===== src/rtl/neighbor_cell_scheduler.sv =====
// Neighbor-cell sweep sequencer for one home cell: walks the 3x3x3 local cell-ID space and issues
// one request per neighbor with periodic-wrapped global IDs. Define HALF_SHELL_EN for the k=13..26 sweep.

module ncs_axis #(
    parameter int GCELL = 0,
    parameter int DIM   = 3
) (
    input  logic [1:0] cid,
    output logic [2:0] gcid,
    output logic       wrap_lo,
    output logic       wrap_hi
);
    // With DIM=1 both neighbors collapse onto 0 and both wrap flags apply.
    localparam logic [2:0] G_HOME = 3'(GCELL);
    localparam logic [2:0] G_DN   = (GCELL == 0) ? 3'(DIM - 1) : 3'(GCELL - 1);
    localparam logic [2:0] G_UP   = (GCELL == DIM - 1) ? 3'd0 : 3'(GCELL + 1);
    localparam logic       WL     = (GCELL == 0);
    localparam logic       WH     = (GCELL == DIM - 1);

    always_comb begin
        gcid    = '0;
        wrap_lo = 1'b0;
        wrap_hi = 1'b0;
        case (cid)
            2'b01: begin gcid = G_DN; wrap_lo = WL; end
            2'b10: gcid = G_HOME;
            2'b11: begin gcid = G_UP; wrap_hi = WH; end
            default: gcid = '0;
        endcase
    end
endmodule

module neighbor_cell_scheduler #(
    parameter int GCELL_X = 0,
    parameter int GCELL_Y = 0,
    parameter int GCELL_Z = 0,
    parameter int DIM_X   = 3,
    parameter int DIM_Y   = 3,
    parameter int DIM_Z   = 3
) (
    input  logic       clk,
    input  logic       rst,
    input  logic       i_start,
    output logic       o_busy,
    output logic       o_done,
    output logic       o_valid,
    input  logic       i_ready,
    output logic [4:0] o_idx,
    output logic [1:0] o_cid_x,
    output logic [1:0] o_cid_y,
    output logic [1:0] o_cid_z,
    output logic [2:0] o_gcid_x,
    output logic [2:0] o_gcid_y,
    output logic [2:0] o_gcid_z,
    output logic [2:0] o_wrap_lo,
    output logic [2:0] o_wrap_hi
);
`ifdef HALF_SHELL_EN
    localparam logic [4:0] K_FIRST = 5'd13;
`else
    localparam logic [4:0] K_FIRST = 5'd0;
`endif
    localparam logic [4:0] K_LAST = 5'd26;
    localparam int GC[3] = '{GCELL_X, GCELL_Y, GCELL_Z};
    localparam int DM[3] = '{DIM_X, DIM_Y, DIM_Z};

    typedef enum logic [1:0] {S_IDLE, S_ISSUE, S_DONE} state_t;

    state_t          state, state_nx;
    logic [4:0]      k, k_nx;
    logic [2:0][1:0] cid_nx;
    logic [2:0][2:0] gcid_nx;
    logic [2:0]      wlo_nx, whi_nx;

    always_comb begin
        state_nx = state;
        k_nx     = k;
        case (state)
            S_IDLE: if (i_start) begin
                state_nx = S_ISSUE;
                k_nx     = K_FIRST;
            end
            S_ISSUE: if (i_ready) begin
                if (k == K_LAST) state_nx = S_DONE;
                else             k_nx     = k + 5'd1;
            end
            S_DONE:  state_nx = S_IDLE;
            default: state_nx = S_IDLE;
        endcase
    end

    // Decode next k so the payload registers line up with the registered valid.
    always_comb begin
        cid_nx[0] = 2'(k_nx % 5'd3) + 2'd1;
        cid_nx[1] = 2'((k_nx / 5'd3) % 5'd3) + 2'd1;
        cid_nx[2] = 2'(k_nx / 5'd9) + 2'd1;
    end

    for (genvar a = 0; a < 3; a++) begin : g_axis
        ncs_axis #(.GCELL(GC[a]), .DIM(DM[a])) u_axis (
            .cid     (cid_nx[a]),
            .gcid    (gcid_nx[a]),
            .wrap_lo (wlo_nx[a]),
            .wrap_hi (whi_nx[a])
        );
    end

    always_ff @(posedge clk) begin
        if (rst) begin
            state     <= S_IDLE;
            k         <= '0;
            o_busy    <= 1'b0;
            o_done    <= 1'b0;
            o_valid   <= 1'b0;
            o_idx     <= '0;
            o_cid_x   <= '0;
            o_cid_y   <= '0;
            o_cid_z   <= '0;
            o_gcid_x  <= '0;
            o_gcid_y  <= '0;
            o_gcid_z  <= '0;
            o_wrap_lo <= '0;
            o_wrap_hi <= '0;
        end else begin
            state   <= state_nx;
            k       <= k_nx;
            o_busy  <= (state_nx != S_IDLE);
            o_done  <= (state_nx == S_DONE);
            o_valid <= (state_nx == S_ISSUE);
            // Payload only moves while issuing; it holds through backpressure and idle.
            if (state_nx == S_ISSUE) begin
                o_idx     <= k_nx;
                o_cid_x   <= cid_nx[0];
                o_cid_y   <= cid_nx[1];
                o_cid_z   <= cid_nx[2];
                o_gcid_x  <= gcid_nx[0];
                o_gcid_y  <= gcid_nx[1];
                o_gcid_z  <= gcid_nx[2];
                o_wrap_lo <= wlo_nx;
                o_wrap_hi <= whi_nx;
            end
        end
    end
endmodule


===== config.mk =====
export PLATFORM = sky130hd
export DESIGN_NAME = neighbor_cell_scheduler
export DESIGN_NICKNAME = d
export VERILOG_FILES = /design/src/rtl/neighbor_cell_scheduler.sv
export SDC_FILE = /design/constraint.sdc
export NUM_CORES = 1
export LEC_CHECK = 0
export CAP_MARGIN = 10
export CORE_ASPECT_RATIO = 0.75
export CORE_MARGIN = 2
export CORE_UTILIZATION = 59
export DETAILED_ROUTE_END_ITERATION = 7
export PLACE_DENSITY = 0.93
export SLEW_MARGIN = 0
export SYNTH_ARGS = -nofsm -noshare
export SYNTH_HDL_FRONTEND = slang
export SYNTH_SLANG_ARGS = --single-unit

===== constraint.sdc =====
create_clock -name clk -period 16.1 [get_ports clk]
set_input_delay 3.22 -clock clk [delete_from_list [all_inputs] [get_ports clk]]
set_output_delay 3.22 -clock clk [all_outputs]
set_load 0.005 [all_outputs]

==> metrics.log, run 1 <==
[metrics] post-synthesis instance total: 266
[metrics] Clock Skews: 0.8309 ps
[metrics] EDFF count, synth: 0
[metrics] maximum achievable frequency: 0.1059 GHz
[metrics] count of state elements after synthesis: 27
[metrics] worst min-delay path class: reg2reg
[metrics] starting density of the core: 61.01%
[metrics] CP Data Required Time: 16,270 ps
[metrics] Die Ht: 56.94 um
[metrics] Sink Count: 27
[metrics] remaining max-slew budget at the tightest pin: 30.76%
[metrics] count of endpoints failing setup in the final report: 0
[metrics] area of the die: approximately 4200 um^2
[metrics] maximum VDD drop: between 0.05 and 0.06 mV
[metrics] pin slew with the least headroom to its limit: 1035 ps
[metrics] buffer cell driving the clock tree root: sky130_fd_sc_hd__clkbuf_8
[metrics] netlist area before placement: 2205 um^2
[metrics] commonest cells in the netlist: 28 x sky130_fd_sc_hd__nand2_1, 27 x sky130_fd_sc_hd__dfxtp_1, 23 x sky130_fd_sc_hd__nor2_1
[metrics] largest family of logic cells by synthesized area: compound AO/OA/AOI/OAI gates
[metrics] Resized cells post-CTS: 0
[metrics] minimum setup slack in the final design: 6655 ps
[metrics] RSZ-0062 raised after global routing: false
[metrics] Hold Vio Cnt, Final: 0
[metrics] sequential share of power: between 50 and 60%
[metrics] Num CTS Buffers: 3
[metrics] yosys warns: 0
[metrics] pwr/cell area: 53.75 nW/um^2
[metrics] share of the synthesized area in compound gates (AO/OA/AOI/OAI): 28.38%
[metrics] net load switching power: about 0.034 mW
[metrics] run status: finished, final reports clean
[metrics] diodes inserted: 0
[metrics] wire length reported by the detailed router: 5.123 mm
[metrics] type of origin of the critical path: input pin
[metrics] Leak Pwr: a little under 1 nW
[metrics] CTS clk-pin slew, worst paths: 90 ps
[metrics] clock network latency to the later pin of the worst-skew pair: between 200 and 300 ps
[metrics] number of nets at the end of the flow: 302
[metrics] Worst setup startpoint: i_ready
[metrics] number of global-route vias before repair: 1,841
[metrics] grt total ovfl: 0
[metrics] Post-Place Worst Slack: about 6500 ps
[metrics] die outline width: 74.59 um
[metrics] layout overhead on the synthesized area: 12.09%
[metrics] Max Root-Sink Buffers: 2
[metrics] Unique masters post-synth: 71
[metrics] number of H-tree levels: 1
[metrics] share of final-layout standard cells stronger than drive strength 1: ~11%
[metrics] global-route wire length before repair: 8.411 mm
[metrics] Reg-to-Reg Start: state[0]
[metrics] half-perimeter wire length after placement: 3.888 mm
[metrics] core region area: 3613 um^2
[metrics] Area contributors post-synth: sky130_fd_sc_hd__dfxtp_1 25%, sky130_fd_sc_hd__ha_1 9.6%, sky130_fd_sc_hd__nand2_1 4.8%, sky130_fd_sc_hd__a21oi_1 4.1%, sky130_fd_sc_hd__nor2_1 3.9%
[metrics] post-synth top area share: 24.52%
[metrics] Hold-fix buffers, CTS: 0
[metrics] fraction of synthesized area in multiplexers: 2.497%
[metrics] average cell area after synthesis: 8.288 um^2
[metrics] initial antenna violation count: 0
[metrics] multi-input gate area in the final layout: 1491 um^2
[metrics] final number of max-transition violations: 0
[metrics] GR Util All Layers: 24.86%
[metrics] clock network fraction of total power: between 20% and 30%
[metrics] clock period minus worst slack: 9445 ps
[metrics] via density per instance: 6.000
[metrics] Filler cells: between 300 and 400
[metrics] violation count after the first detailed-route iteration: 114
[metrics] FF-to-FF End: o_cid_y[1]
[metrics] worst reg2reg setup slack: slightly below 10,000 ps
[metrics] aggregate negative setup slack: 0 ps
[metrics] dominant cell by count in the synthesized netlist: sky130_fd_sc_hd__nand2_1
[metrics] Worst Hold Margin: between 400 and 500 ps
[metrics] source of the worst hold timing path: o_cid_z[0]
[metrics] instance count after placement with tap cells included: ~330
[metrics] maximum number of pins on one net before global-route repair: 27
[metrics] placement row count: 19
[metrics] number of port buffers: 26
[metrics] Vias: 1,992
[metrics] sw frac: 25.88%
[metrics] max_cap viols: 0
[metrics] Register-to-Register Path Depth: 26
[metrics] maximum fanout along the worst path: 15
[metrics] CTS tree: yes
[metrics] Tcrit/Tclk final: 58.67%
[metrics] portion of total power attributed to combinational logic: about 17%
[metrics] post-CTS repair timing setup buffer count: 0
[metrics] routability congestion estimate from global placement: roughly 1.0
[metrics] total I/O pin count: 33
[metrics] non-filler cells in the finished layout: 332
[metrics] area share of fa/ha/maj cells after synthesis: 9.648%
[metrics] Worst setup endpoint: o_cid_y[1]
[metrics] register area share after synthesis: 24.52%
[metrics] simple-gate area share of the yosys netlist: ~26%
[metrics] post-synthesis share of cell area spent on xor and xnor gates: 0%
[metrics] total DRC errors in the routed layout: 0
[metrics] 1st-pass router iterations: 4
[metrics] Placed Area: 2425 um^2
[metrics] cell internal power dissipation: 0.09844 mW
[metrics] remaining number of nets flagged by the antenna check after routing: 0
[metrics] post-synth top area cell: sky130_fd_sc_hd__dfxtp_1
[metrics] worst endpoint data arrival time: ~9600 ps
[metrics] fraction of synthesis flops using an asynchronous set or reset pin: 0%
[metrics] Design Area, Final: between 2000 and 2500 um^2
[metrics] Avg WL per Cell: 15.43 um
[metrics] register area: approximately 540 um^2
[metrics] kind of end point of the critical path: flip-flop
[metrics] most used flip-flop cell after synthesis: sky130_fd_sc_hd__dfxtp_1
[metrics] class of the most critical setup path: in2reg
==> logic make-up (layout without fill, tap and decap cells) <==
group                    Yosys count  count (layout)
multiplexers                       5               5
AO/OA/AOI/OAI                     74              74
other                              1               6
adder cells (fa/ha/maj)           17              17
AND/OR/NAND/NOR                  105             105
flip-flops                        27              27
buffers and inverters             37              46
==> state kept, by name (all words and copies together) (netlist names) <==
register,flops
o_cid_z,2
o_busy,1
o_valid,1
o_gcid_x,2
o_cid_y,2
state,2
o_gcid_y,2
o_done,1
o_cid_x,2
o_idx,5
k,5
o_wrap_lo,1
o_gcid_z,1
==> metrics by stage <==
stage	util (%)	total power, mW
global route	68.39	0.1391
CTS	68.39	0.1333
global placement	67.11	0.09589
detailed placement	67.11	0.09669
floorplan	-	0.08825
finish	68.39	0.1328
==> placed cells by master (no fill, tap or decap), drive strengths merged, types with 5 or more instances in the layout <==
master	Yosys	routed
a21oi	18	18
nor2	24	24
nand2	28	28
ha	17	17
o211ai	6	6
a211oi	8	8
clkdlybuf4s50	0	26
inv	13	13
or3	5	5
o21ai	6	6
nand3	12	12
dfxtp	27	27
conb	1	6
nor3	10	10
==> routing by layer <==
layer / vias to the layer above / global-route usage (%) / wire [um]
li1: 992 / - / -
met1: 921 / 32.75 / 2292
met2: 68 / 41.09 / 2498
met3: 11 / 5.300 / 266
met4: 0 / 7.143 / 66
met5: - / 0 / 0
==> worst min-delay path by stage <==
stage / endpoint / slack (ps) / depth (start not counted)
detailed placement: o_gcid_z[0] / 450 / 2
finish: o_cid_z[0] / 460 / 2
floorplan: o_cid_z[0] / 450 / 2
CTS: o_cid_z[0] / 460 / 2
global placement: o_gcid_z[0] / 440 / 2
global route: o_gcid_z[0] / 480 / 2
==> power groups by stage <==
| stage | combinational (mW) | sequential (mW) | clock [mW] |
|---|---|---|---|
| global placement | 0.0222 | 0.0736 | 0 |
| floorplan | 0.0145 | 0.0737 | 0 |
| detailed placement | 0.0229 | 0.0738 | 0 |
| finish | 0.0231 | 0.0723 | 0.0375 |
| global route | 0.0252 | 0.0726 | 0.0412 |
| CTS | 0.0231 | 0.0722 | 0.0380 |
==> critical path, cell delays in order <==
cell                              delay (ps)
sky130_fd_sc_hd__clkdlybuf4s50_1         600
sky130_fd_sc_hd__nand3b_2                290
sky130_fd_sc_hd__or3_1                   480
sky130_fd_sc_hd__and2_1                  240
sky130_fd_sc_hd__inv_1                   130
sky130_fd_sc_hd__ha_1                    230
sky130_fd_sc_hd__inv_1                   130
sky130_fd_sc_hd__o2111ai_1               140
sky130_fd_sc_hd__nand3_1                 250
sky130_fd_sc_hd__o311ai_1                170
sky130_fd_sc_hd__o31a_1                  210
sky130_fd_sc_hd__nand2_1                  60
sky130_fd_sc_hd__ha_1                    190
sky130_fd_sc_hd__inv_1                   100
sky130_fd_sc_hd__nor2_1                   60
sky130_fd_sc_hd__o311ai_1                110
sky130_fd_sc_hd__mux2i_1                 140
sky130_fd_sc_hd__nand4bb_1               220
sky130_fd_sc_hd__mux2_4                  340
sky130_fd_sc_hd__or2_1                   330
sky130_fd_sc_hd__ha_1                    250
sky130_fd_sc_hd__nor4b_1                 480
sky130_fd_sc_hd__nand2_1                 220
sky130_fd_sc_hd__a2111oi_4               390
sky130_fd_sc_hd__nor2_1                  110
sky130_fd_sc_hd__ha_1                    320
sky130_fd_sc_hd__a211oi_1                200
==> cell type report <==
type                    instances  area share, %
clock inverters                 1         0.2025
flip-flops and latches         27          21.87
multi-input cells             207          60.35
clock buffers                   3          1.671
inverters                      14          2.127
repair buffers                 28          11.14
well taps                      52          2.633
Power figures use the tool's default switching activity.
==> inputs of run 2 (changes only) <==
--- a/config.mk
+++ b/config.mk
@@ -8,9 +8,9 @@
 export CAP_MARGIN = 10
 export CORE_ASPECT_RATIO = 0.75
 export CORE_MARGIN = 2
-export CORE_UTILIZATION = 59
+export CORE_UTILIZATION = 55
 export DETAILED_ROUTE_END_ITERATION = 7
-export PLACE_DENSITY = 0.93
+export PLACE_DENSITY = 0.88
 export SLEW_MARGIN = 0
 export SYNTH_ARGS = -nofsm -noshare
 export SYNTH_HDL_FRONTEND = slang
==> constraint.sdc (replaced) <==
create_clock -name clk -period 8.89 [get_ports clk]
set_input_delay 1.778 -clock clk [delete_from_list [all_inputs] [get_ports clk]]
set_output_delay 1.778 -clock clk [all_outputs]
set_load 0.005 [all_outputs]
==> run 2 against run 1 <==
  * Final area is 0.25% higher
  * Combinational power is 81% higher
  * Sequential share of layout area is 0.055 points lower
  * Critical endpoint unchanged
  * Largest power group unchanged
  * Highest routed layer unchanged
==> metrics.log, run 2 (same netlist as run 1, synthesis figures left out) <==
[metrics] GR Util All Layers: 22.70% (-2.2 points)
[metrics] Die Ht: 58.83 um (+3.3%)
[metrics] die outline width: 77.11 um (+3.4%)
[metrics] routability congestion estimate from global placement: 0.9895 (-4.1%)
[metrics] maximum fanout along the worst path: 15 (unchanged)
[metrics] count of endpoints failing setup in the final report: 0 (unchanged)
[metrics] remaining number of nets flagged by the antenna check after routing: 0 (unchanged)
[metrics] clock period minus worst slack: roughly 8000 ps
[metrics] buffer cell driving the clock tree root: sky130_fd_sc_hd__clkbuf_8
[metrics] 1st-pass router iterations: 4 (unchanged)
[metrics] number of H-tree levels: 1 (unchanged)
[metrics] Avg WL per Cell: 15.54 um (+0.71%)
[metrics] commonest non-fill, non-tap cell in the layout: sky130_fd_sc_hd__nand2_1
[metrics] type of origin of the critical path: input pin
[metrics] non-filler cells in the finished layout: 333 (+0.30%)
[metrics] initial antenna violation count: 0 (unchanged)
[metrics] total DRC errors in the routed layout: 0 (unchanged)
[metrics] number of global-route vias before repair: 1,830 (-0.60%)
[metrics] remaining max-slew budget at the tightest pin: 29.73% (-1.0 points)
[metrics] core region area: 3756 um^2 (+3.9%)
[metrics] Total Power: 0.2417 mW (+82%)
[metrics] global-route wire length before repair: 8.383 mm (-0.33%)
[metrics] half-perimeter wire length after placement: 3.802 mm (-2.2%)
[metrics] Sink Count: 27 (unchanged)
[metrics] maximum achievable frequency: 0.1254 GHz
[metrics] Clock Skews: 5.555 ps (+4.724 ps)
[metrics] starting density of the core: 58.69% (-2.3 points)
[metrics] category of cells accounting for the largest share of critical-path delay: simple AND/OR/NAND/NOR gates
[metrics] RSZ-0062 raised after global routing: false
[metrics] Hold Vio Cnt, Final: 0 (unchanged)
[metrics] CTS clk-pin slew, worst paths: 90 ps (about the same)
[metrics] Hold-fix buffers, CTS: 0 (unchanged)
[metrics] registers with the most flip-flops: k: 5 flops, o_idx: 5 flops
[metrics] Design Area, Final: 2477 um^2 (+0.25%)
[metrics] Resized cells post-CTS: 0 (unchanged)
[metrics] CTS tree: yes
[metrics] met1 global-route usage: 31.07% (-1.7 points)
[metrics] maximum number of pins on one net before global-route repair: 27 (unchanged)
[metrics] grt total ovfl: 0 (unchanged)
[metrics] area of the die: 4536 um^2 (+6.8%)
[metrics] Vias: 2,007 (+0.75%)
[metrics] placement row count: 19 (unchanged)
[metrics] Max Root-Sink Buffers: 2 (unchanged)
[metrics] Leak Pwr: 0.9737 nW (+0.15%)
[metrics] pwr/cell area: 97.58 nW/um^2 (+82%)
[metrics] CP Data Required Time: 9070 ps (-7200 ps)
[metrics] Tcrit/Tclk final: approximately nine tenths
[metrics] layer with the highest usage after global routing: met2
[metrics] kind of end point of the critical path: flip-flop
[metrics] cell type with the highest occurrence count on the critical path: sky130_fd_sc_hd__ha_1
[metrics] Num CTS Buffers: 3 (unchanged)
[metrics] post-CTS repair timing setup buffer count: 0 (unchanged)
[metrics] fraction of the core area covered by cells at the end of the flow: 65.96% (-2.4 points)
[metrics] layout overhead on the synthesized area: 12.37%
[metrics] run status: finished, final reports clean
[metrics] global-route met3 utilization: 4.448% (-0.85 points)
[metrics] maximum VDD drop: 0.08249 mV (+51%)
[metrics] count of buffer and inverter cells on the critical path: 4 (unchanged)
[metrics] aggregate negative setup slack: 0 ps (unchanged)
[metrics] violation count after the first detailed-route iteration: 176 (+54%)
[metrics] top library cells by usage in the layout, fill and taps aside: 28 x sky130_fd_sc_hd__nand2_1, 27 x sky130_fd_sc_hd__dfxtp_1, 26 x sky130_fd_sc_hd__clkdlybuf4s50_1
[metrics] worst endpoint data arrival time: 8150 ps (-1470 ps)
[metrics] number of nets at the end of the flow: 303 (+0.33%)
[metrics] max_cap viols: 0 (unchanged)
[metrics] class of the most critical setup path: in2reg
[metrics] share of final-layout standard cells stronger than drive strength 1: 10.68% (-0.038 points)
[metrics] via density per instance: 6.027 (+0.45%)
[metrics] diodes inserted: 0 (unchanged)
[metrics] total I/O pin count: 33 (unchanged)
[metrics] final number of max-transition violations: 0 (unchanged)
[metrics] clock network latency to the later pin of the worst-skew pair: 270 ps (about the same)
[metrics] wire length reported by the detailed router: 5.175 mm (+1.0%)
[metrics] Placed Area: 2432 um^2 (+0.31%)
[metrics] critical path's largest stage delay: 590 ps (about the same)
[metrics] worst min-delay path class: reg2reg
[metrics] Worst path slowest cell: sky130_fd_sc_hd__clkdlybuf4s50_1
[metrics] number of port buffers: 26 (unchanged)
[metrics] pin slew with the least headroom to its limit: 1051 ps (+15.34 ps)
[metrics] instance count after placement with tap cells included: 329 (+0.30%)
[metrics] met2 usage: 38.47% (-2.6 points)
-- run 2: layout make-up --
class,count,area (um^2)
clock buffer,4,45.04
fill,331,1279
inverter,14,52.55
multi-input combinational,207,1491
sequential,27,540.5
tap,52,65.06
timing repair buffer,29,282.8
-- run 2: path summary, 6_finish.rpt --
kind                    start  depth (start not counted)          end  slack, ps
hold reg to reg   o_gcid_x[0]                          2  o_gcid_x[0]        460
setup / recovery      i_ready                         27   o_cid_y[1]        910
setup reg to reg     state[0]                         26   o_cid_y[1]       2500
hold / removal    o_gcid_x[0]                          2  o_gcid_x[0]        460
-- run 2: where the power goes --
group	switching, mW	total (mW)	internal (mW)	leakage [nW]
clock network	0.0368	0.0690	0.0321	0.0228
logic	0.0217	0.0419	0.0202	0.729
registers	0.00420	0.131	0.127	0.222
total	0.0627	0.242	0.179	0.974
-- run 2: worst min-delay path: cells and delay by family (launching register included) --
family,cells,cell delay (ps)
AO/OA/AOI/OAI,1,50
flip-flops,1,320
AND/OR/NAND/NOR,1,50
-- run 2: layer usage --
layer | part of all wire [%] | up-vias
li1 | - | 993
met1 | 48 | 932
met2 | 46 | 76
met3 | 6.2 | 6
met4 | 0.70 | 0
met5 | 0 | -
-- run 2: stage by stage --
stage | setup slack (ps) | hold slack (ps)
finish | 914.5 | 461.6
detailed placement | 796.9 | 452.7
global route | 359.5 | 485.3
global placement | 1114 | 444.3
floorplan | 2024 | 452.7
CTS | 1001 | 465.8
==> inputs of run 3 (changes only) <==
--- a/config.mk
+++ b/config.mk
@@ -10,6 +10,7 @@
 export CORE_MARGIN = 2
 export CORE_UTILIZATION = 55
 export DETAILED_ROUTE_END_ITERATION = 7
+export GPL_TIMING_DRIVEN = 1
 export PLACE_DENSITY = 0.88
 export SLEW_MARGIN = 0
 export SYNTH_ARGS = -nofsm -noshare
==> results of run 3 <==
Same layout as run 2: the final DEF is identical, and so are final timing and power.
